<file path="src/rtl/usb_fifo_write_arbiter_if.sv">
// usb_fifo_write_arbiter_if: source FIFO and FX2 slave-FIFO signals for the EP6 write arbiter
//   slave  : arbiter side (consumes source heads and counts, drives pops and FX2 pins)
//   master : environment side (capture FIFOs and FX2 model)
interface usb_fifo_write_arbiter_if;
  logic [15:0] s0_data;
  logic [7:0]  s0_count;
  logic        s0_pop;
  logic [15:0] s1_data;
  logic [7:0]  s1_count;
  logic        s1_pop;
  logic        u_flagb;
  logic [15:0] u_data_out;
  logic        u_slwr;
  logic        u_pktend;
  logic [1:0]  u_fifoadr;
  logic        u_slcs;
  logic        busy;
  modport slave (
    input  s0_data, s0_count, s1_data, s1_count, u_flagb,
    output s0_pop, s1_pop, u_data_out, u_slwr, u_pktend, u_fifoadr, u_slcs, busy
  );
  modport master (
    output s0_data, s0_count, s1_data, s1_count, u_flagb,
    input  s0_pop, s1_pop, u_data_out, u_slwr, u_pktend, u_fifoadr, u_slcs, busy
  );
endinterface

</file>
<file path="src/rtl/usb_fifo_write_arbiter.sv">
// usb_fifo_write_arbiter: round-robin share of the FX2 EP6 write port between two sources
//   clk, rst (sync, active-low); bus.slave carries source heads/counts/pops and the FX2 pins
//   Each grant emits one header word then up to BURST_LEN data words; short packets are
//   committed with PKTEND after IDLE_TIMEOUT idle cycles.
module usb_fifo_write_arbiter #(
  parameter int BURST_LEN    = 255,
  parameter int IDLE_TIMEOUT = 1024
) (
  input logic clk,
  input logic rst,
  usb_fifo_write_arbiter_if.slave bus
);
  typedef enum logic [1:0] {IDLE, HDR, DATA, PKTEND} state_t;
  localparam int IW = $clog2(IDLE_TIMEOUT);
  localparam logic [7:0] BL = 8'(BURST_LEN);
  localparam logic [IW-1:0] IDLE_LAST = IW'(IDLE_TIMEOUT - 1);
  state_t state_q, state_d;
  logic ch_q, ch_d, rr_q, rr_d;
  logic [7:0] rem_q, rem_d, pkt_cnt_q, pkt_cnt_d;
  logic [IW-1:0] idle_cnt_q, idle_cnt_d;
  logic [15:0] data_q, data_d;
  logic slwr_q, slwr_d, pktend_q, pktend_d;
  logic e0, e1, src, pop;
  logic [7:0] cnt;
  logic [15:0] head;
  assign e0 = bus.s0_count != 8'd0;
  assign e1 = bus.s1_count != 8'd0;
  assign src = (e0 && e1) ? rr_q : e1;
  assign cnt = src ? bus.s1_count : bus.s0_count;
  assign head = ch_q ? bus.s1_data : bus.s0_data;
  // pops follow FLAGB in the same cycle so the head word is consumed exactly when written
  assign pop = rst && state_q == DATA && bus.u_flagb;
  assign bus.s0_pop = pop && !ch_q;
  assign bus.s1_pop = pop && ch_q;
  assign bus.u_data_out = data_q;
  assign bus.u_slwr = slwr_q;
  assign bus.u_pktend = pktend_q;
  assign bus.u_fifoadr = 2'b10;
  assign bus.u_slcs = 1'b0;
  assign bus.busy = state_q != IDLE;
  always_comb begin
    state_d = state_q;
    ch_d = ch_q;
    rr_d = rr_q;
    rem_d = rem_q;
    pkt_cnt_d = pkt_cnt_q;
    idle_cnt_d = '0;
    data_d = data_q;
    slwr_d = 1'b1;
    pktend_d = 1'b1;
    unique case (state_q)
      IDLE: begin
        if (e0 || e1) begin
          ch_d = src;
          rem_d = cnt > BL ? BL : cnt;
          state_d = HDR;
        end else if (pkt_cnt_q != 8'd0) begin
          idle_cnt_d = idle_cnt_q + IW'(1);
          if (idle_cnt_q == IDLE_LAST) begin
            idle_cnt_d = '0;
            state_d = PKTEND;
          end
        end
      end
      HDR: begin
        if (bus.u_flagb) begin
          data_d = {4'hA, 3'b000, ch_q, rem_q};
          slwr_d = 1'b0;
          state_d = DATA;
        end
      end
      DATA: begin
        if (bus.u_flagb) begin
          data_d = head;
          slwr_d = 1'b0;
          rem_d = rem_q - 8'd1;
          if (rem_q == 8'd1) begin
            rr_d = !ch_q;
            state_d = IDLE;
          end
        end
      end
      PKTEND: begin
        if (bus.u_flagb) begin
          pktend_d = 1'b0;
          pkt_cnt_d = 8'd0;
          state_d = IDLE;
        end
      end
    endcase
    // every written word advances the packet fill level; a wrap is a full 512-byte packet
    if (!slwr_d) pkt_cnt_d = pkt_cnt_q + 8'd1;
  end
  always_ff @(posedge clk) begin
    if (!rst) begin
      state_q <= IDLE;
      ch_q <= 1'b0;
      rr_q <= 1'b0;
      rem_q <= 8'd0;
      pkt_cnt_q <= 8'd0;
      idle_cnt_q <= '0;
      data_q <= 16'hFFFF;
      slwr_q <= 1'b1;
      pktend_q <= 1'b1;
    end else begin
      state_q <= state_d;
      ch_q <= ch_d;
      rr_q <= rr_d;
      rem_q <= rem_d;
      pkt_cnt_q <= pkt_cnt_d;
      idle_cnt_q <= idle_cnt_d;
      data_q <= data_d;
      slwr_q <= slwr_d;
      pktend_q <= pktend_d;
    end
  end
endmodule

</file>
<file path="src/flat_wrapper.sv">
// flat-port wrapper written by rule: the top's interface ports become plain ports
module usb_fifo_write_arbiter_flat 
#(
  parameter int BURST_LEN    = 255,
  parameter int IDLE_TIMEOUT = 1024
)
  (clk, rst, bus_s0_data, bus_s0_count, bus_s1_data, bus_s1_count, bus_u_flagb, bus_s0_pop, bus_s1_pop, bus_u_data_out, bus_u_slwr, bus_u_pktend, bus_u_fifoadr, bus_u_slcs, bus_busy);
  usb_fifo_write_arbiter_if bus_i ();
  input logic clk;
  input logic rst;
  input wire logic [$bits(bus_i.s0_data)-1:0] bus_s0_data;
  input wire logic [$bits(bus_i.s0_count)-1:0] bus_s0_count;
  input wire logic [$bits(bus_i.s1_data)-1:0] bus_s1_data;
  input wire logic [$bits(bus_i.s1_count)-1:0] bus_s1_count;
  input wire logic [$bits(bus_i.u_flagb)-1:0] bus_u_flagb;
  output wire logic [$bits(bus_i.s0_pop)-1:0] bus_s0_pop;
  output wire logic [$bits(bus_i.s1_pop)-1:0] bus_s1_pop;
  output wire logic [$bits(bus_i.u_data_out)-1:0] bus_u_data_out;
  output wire logic [$bits(bus_i.u_slwr)-1:0] bus_u_slwr;
  output wire logic [$bits(bus_i.u_pktend)-1:0] bus_u_pktend;
  output wire logic [$bits(bus_i.u_fifoadr)-1:0] bus_u_fifoadr;
  output wire logic [$bits(bus_i.u_slcs)-1:0] bus_u_slcs;
  output wire logic [$bits(bus_i.busy)-1:0] bus_busy;
  assign bus_i.s0_data = bus_s0_data;
  assign bus_i.s0_count = bus_s0_count;
  assign bus_i.s1_data = bus_s1_data;
  assign bus_i.s1_count = bus_s1_count;
  assign bus_i.u_flagb = bus_u_flagb;
  assign bus_s0_pop = bus_i.s0_pop;
  assign bus_s1_pop = bus_i.s1_pop;
  assign bus_u_data_out = bus_i.u_data_out;
  assign bus_u_slwr = bus_i.u_slwr;
  assign bus_u_pktend = bus_i.u_pktend;
  assign bus_u_fifoadr = bus_i.u_fifoadr;
  assign bus_u_slcs = bus_i.u_slcs;
  assign bus_busy = bus_i.busy;
  usb_fifo_write_arbiter #(.BURST_LEN(BURST_LEN), .IDLE_TIMEOUT(IDLE_TIMEOUT)) u_core (.clk(clk), .rst(rst), .bus(bus_i));
endmodule
</file>
<file path="config.mk">
export PLATFORM = sky130hd
export DESIGN_NAME = usb_fifo_write_arbiter_flat
export DESIGN_NICKNAME = d
export VERILOG_FILES = /design/src/rtl/usb_fifo_write_arbiter_if.sv /design/src/rtl/usb_fifo_write_arbiter.sv /design/src/flat_wrapper.sv
export SDC_FILE = /design/constraint.sdc
export NUM_CORES = 1
export LEC_CHECK = 0
export CAP_MARGIN = 25
export CORE_ASPECT_RATIO = 0.8
export CORE_UTILIZATION = 30
export DETAILED_ROUTE_END_ITERATION = 8
export HOLD_SLACK_MARGIN = 0.15
export PLACE_DENSITY = 0.6
export SYNTH_ARGS = -nofsm -noshare
export SYNTH_HDL_FRONTEND = slang
export SYNTH_SLANG_ARGS = --single-unit
</file>
<file path="constraint.sdc">
create_clock -name clk -period 2.45 [get_ports clk]
set_input_delay 0.49 -clock clk [delete_from_list [all_inputs] [get_ports clk]]
set_output_delay 0.49 -clock clk [all_outputs]
set_load 0.05 [all_outputs]
</file>
==> out/qor.csv <==
metric;value;unit
grt_max_degree;40;
cts_buffer_depth;2;
maxSlewHeadroom;0.5371;
ys_top_cells_by_count;dfxtp_1, nand2_1, nor2_1;
stdcell_count;519;
grt_pass1_vias;2415;
fmax;0.4508;GHz
cts_tree;built;
ys_seq_elements;48;
numCtsBuffers;5;
hp-class;reg -> reg;
arrival;1730;ps
ctsResizeCount;0;
cp-end-kind;primary output;
synthMuxAreaShare;0.07050;
clk_pin_slew;90;ps
htree_levels;2;
worst_pin_slew;694.3;ps
required;1960;ps
synth-adder-area-share;0.04638;
holdWs;476.2;ps
row_count;30;
final_nets;467;
peakVddDrop;0.3625;mV
synth_top_family_by_area;simple AND/OR/NAND/NOR gates;
die-area;9378;um^2
root_buffer;clkbuf_8;
crit_path_max_fanout;7;
syn_to_final_growth;37.94;%
cts_setup_buffers;0;
final-seq-area;960.9;um^2
finalSetupViolCount;0;
synth_warnings;0;
start_util;0.3138;
status;finished clean;
synth_edf_count;0;
die_x;108.0;um
async_flop_share;0;
routed_wl;7329;um
port_buffers;71;
drt_iter0_markers;134;
netlist.area_leader.share;0.3562;
synthXorXnorAreaFrac;0.02597;
ys_top_cells_by_area;dfxtp_1, mux2i_1, nand2_1, ha_1, a21oi_1;
hold_viol_final;0;
antenna_cells;0;
route.detailed.wl_per_inst;14.12;um
multi_input_area;1604;um^2
ys_seq_area_frac;0.3562;
place_congestion;0.9045;
rsz0062_at_grt;false;
critPathLaunchType;register;
yosys.area_share.simple;0.2426;
vias_per_cell;5.062;
total_power;3.205;mW
design_area;3721;um^2
syn_avg_cell_area;8.175;um^2
firstDrtPassIters;4;
holdBufCountCts;0;
coreArea;8596;um^2
die_h;86.82;um
criticalPathCategory;reg -> out;
grt_pass1_wl;11750;um
yosysMostFrequentCell;dfxtp_1;
synth.distinct_cells;50;
drc;0;
grt_usage;0.1597;
dp_hpwl;5515;um
clkLatencyLatePin;300;ps
power_density;861.3;nW/um^2
leakagePower;1.340;nW
fillers;904;
io_pins;75;
dp.cells;511;
antenna_found_initial;0;
finalCritPeriodShare;0.9053;
synth_area;2698;um^2
final.setup_skew;13.33;ps
synth_area_leader_cell;dfxtp_1;
maxCapViolations;0;
vias;2627;
drv_slew;0;
gr-total-overflow;0;
cts_sinks;48;
drive_above_1_share;0.1130;
synth_compound_area_frac;0.2018;
drtAntennaViolNets;0;
period_needed;2218;ps
post_dp_cell_area;3610;um^2
synth_ff_type;dfxtp_1;
syn_inst;330;
==> cells by family (layout without fill, tap and decap cells) <==
kind of cell | Yosys count | count (layout)
buffers and inverters | 32 | 108
adders and majority gates | 10 | 10
AOI/OAI and AO/OA | 82 | 82
xor gates and xnor gates | 8 | 8
DFF | 48 | 48
other | 2 | 3
muxes | 19 | 19
and+or+nand+nor | 129 | 129
==> power by group <==
part	total, mW	internal, mW	switching, mW
combinational	1.52	0.608	0.917
clock	0.582	0.302	0.280
sequential	1.10	0.935	0.164
total	3.21	1.84	1.36
==> per-stage QoR <==
step	setup TNS [ps]	setup slack, ps	util
global route	0	92.18	0.4329
detailed placement	-114.6	-46.78	0.4199
global placement	-83.24	-71.38	0.4199
floorplan	0	162.2	-
finish	0	232.0	0.4329
CTS	0	190.4	0.4329
==> state kept, by name, indices dropped and copies added (netlist names) <==
| signal | count |
|---|---|
| u_core.state_q | 2 |
| u_core.ch_q | 1 |
| u_core.pkt_cnt_q | 8 |
| u_core.rem_q | 8 |
| u_core.rr_q | 1 |
| u_core.idle_cnt_q | 10 |
| u_core.bus.u_slwr | 1 |
| u_core.bus.u_pktend | 1 |
| u_core.bus.u_data_out | 16 |
==> cells in the final DEF (no fill, tap or decap), drive strengths merged, types with 10 or more instances in the layout <==
cell type and instances:
a211oi 11, a21oi 24, buf 21, clkdlybuf4s50 68
dfxtp 48, ha 10, inv 11, mux2i 19
nand2 40, nand3 15, nor2 29, o21ai 16
==> layer usage <==
| layer | share of wire | global-route usage |
|---|---|---|
| met1 | 0.49 | 0.2290 |
| met2 | 0.43 | 0.2362 |
| met3 | 0.071 | 0.04361 |
| met4 | 0.0091 | 0.03487 |
| met5 | 0 | 0 |
==> final timing paths <==
kind / from / slack (ps) / depth (start not counted) / endpoint
setup / recovery: u_core.state_q[0] / 230 / 5 / bus_s0_pop
hold / removal: u_core.bus.u_data_out[4] / 480 / 2 / u_core.bus.u_data_out[4]
setup reg to reg: u_core.state_q[0] / 290 / 7 / u_core.rem_q[0]
hold reg to reg: u_core.bus.u_data_out[4] / 480 / 2 / u_core.bus.u_data_out[4]
==> final cells by class <==
cell class                 instances  area share
clock inverter                     3     0.01143
timing repair buffer              89      0.2320
tap                              112     0.03766
sequential                        48      0.2582
inverter                          11     0.01110
multi-input combinational        251      0.4311
clock buffer                       5     0.01849
==> critical path, stage by stage (launching register included) <==
cell	delay [ps]
dfxtp_1	350
inv_1	110
ha_1	310
nand2_1	150
nor3b_2	320
buf_12	180
Power figures use the tool's default switching activity.
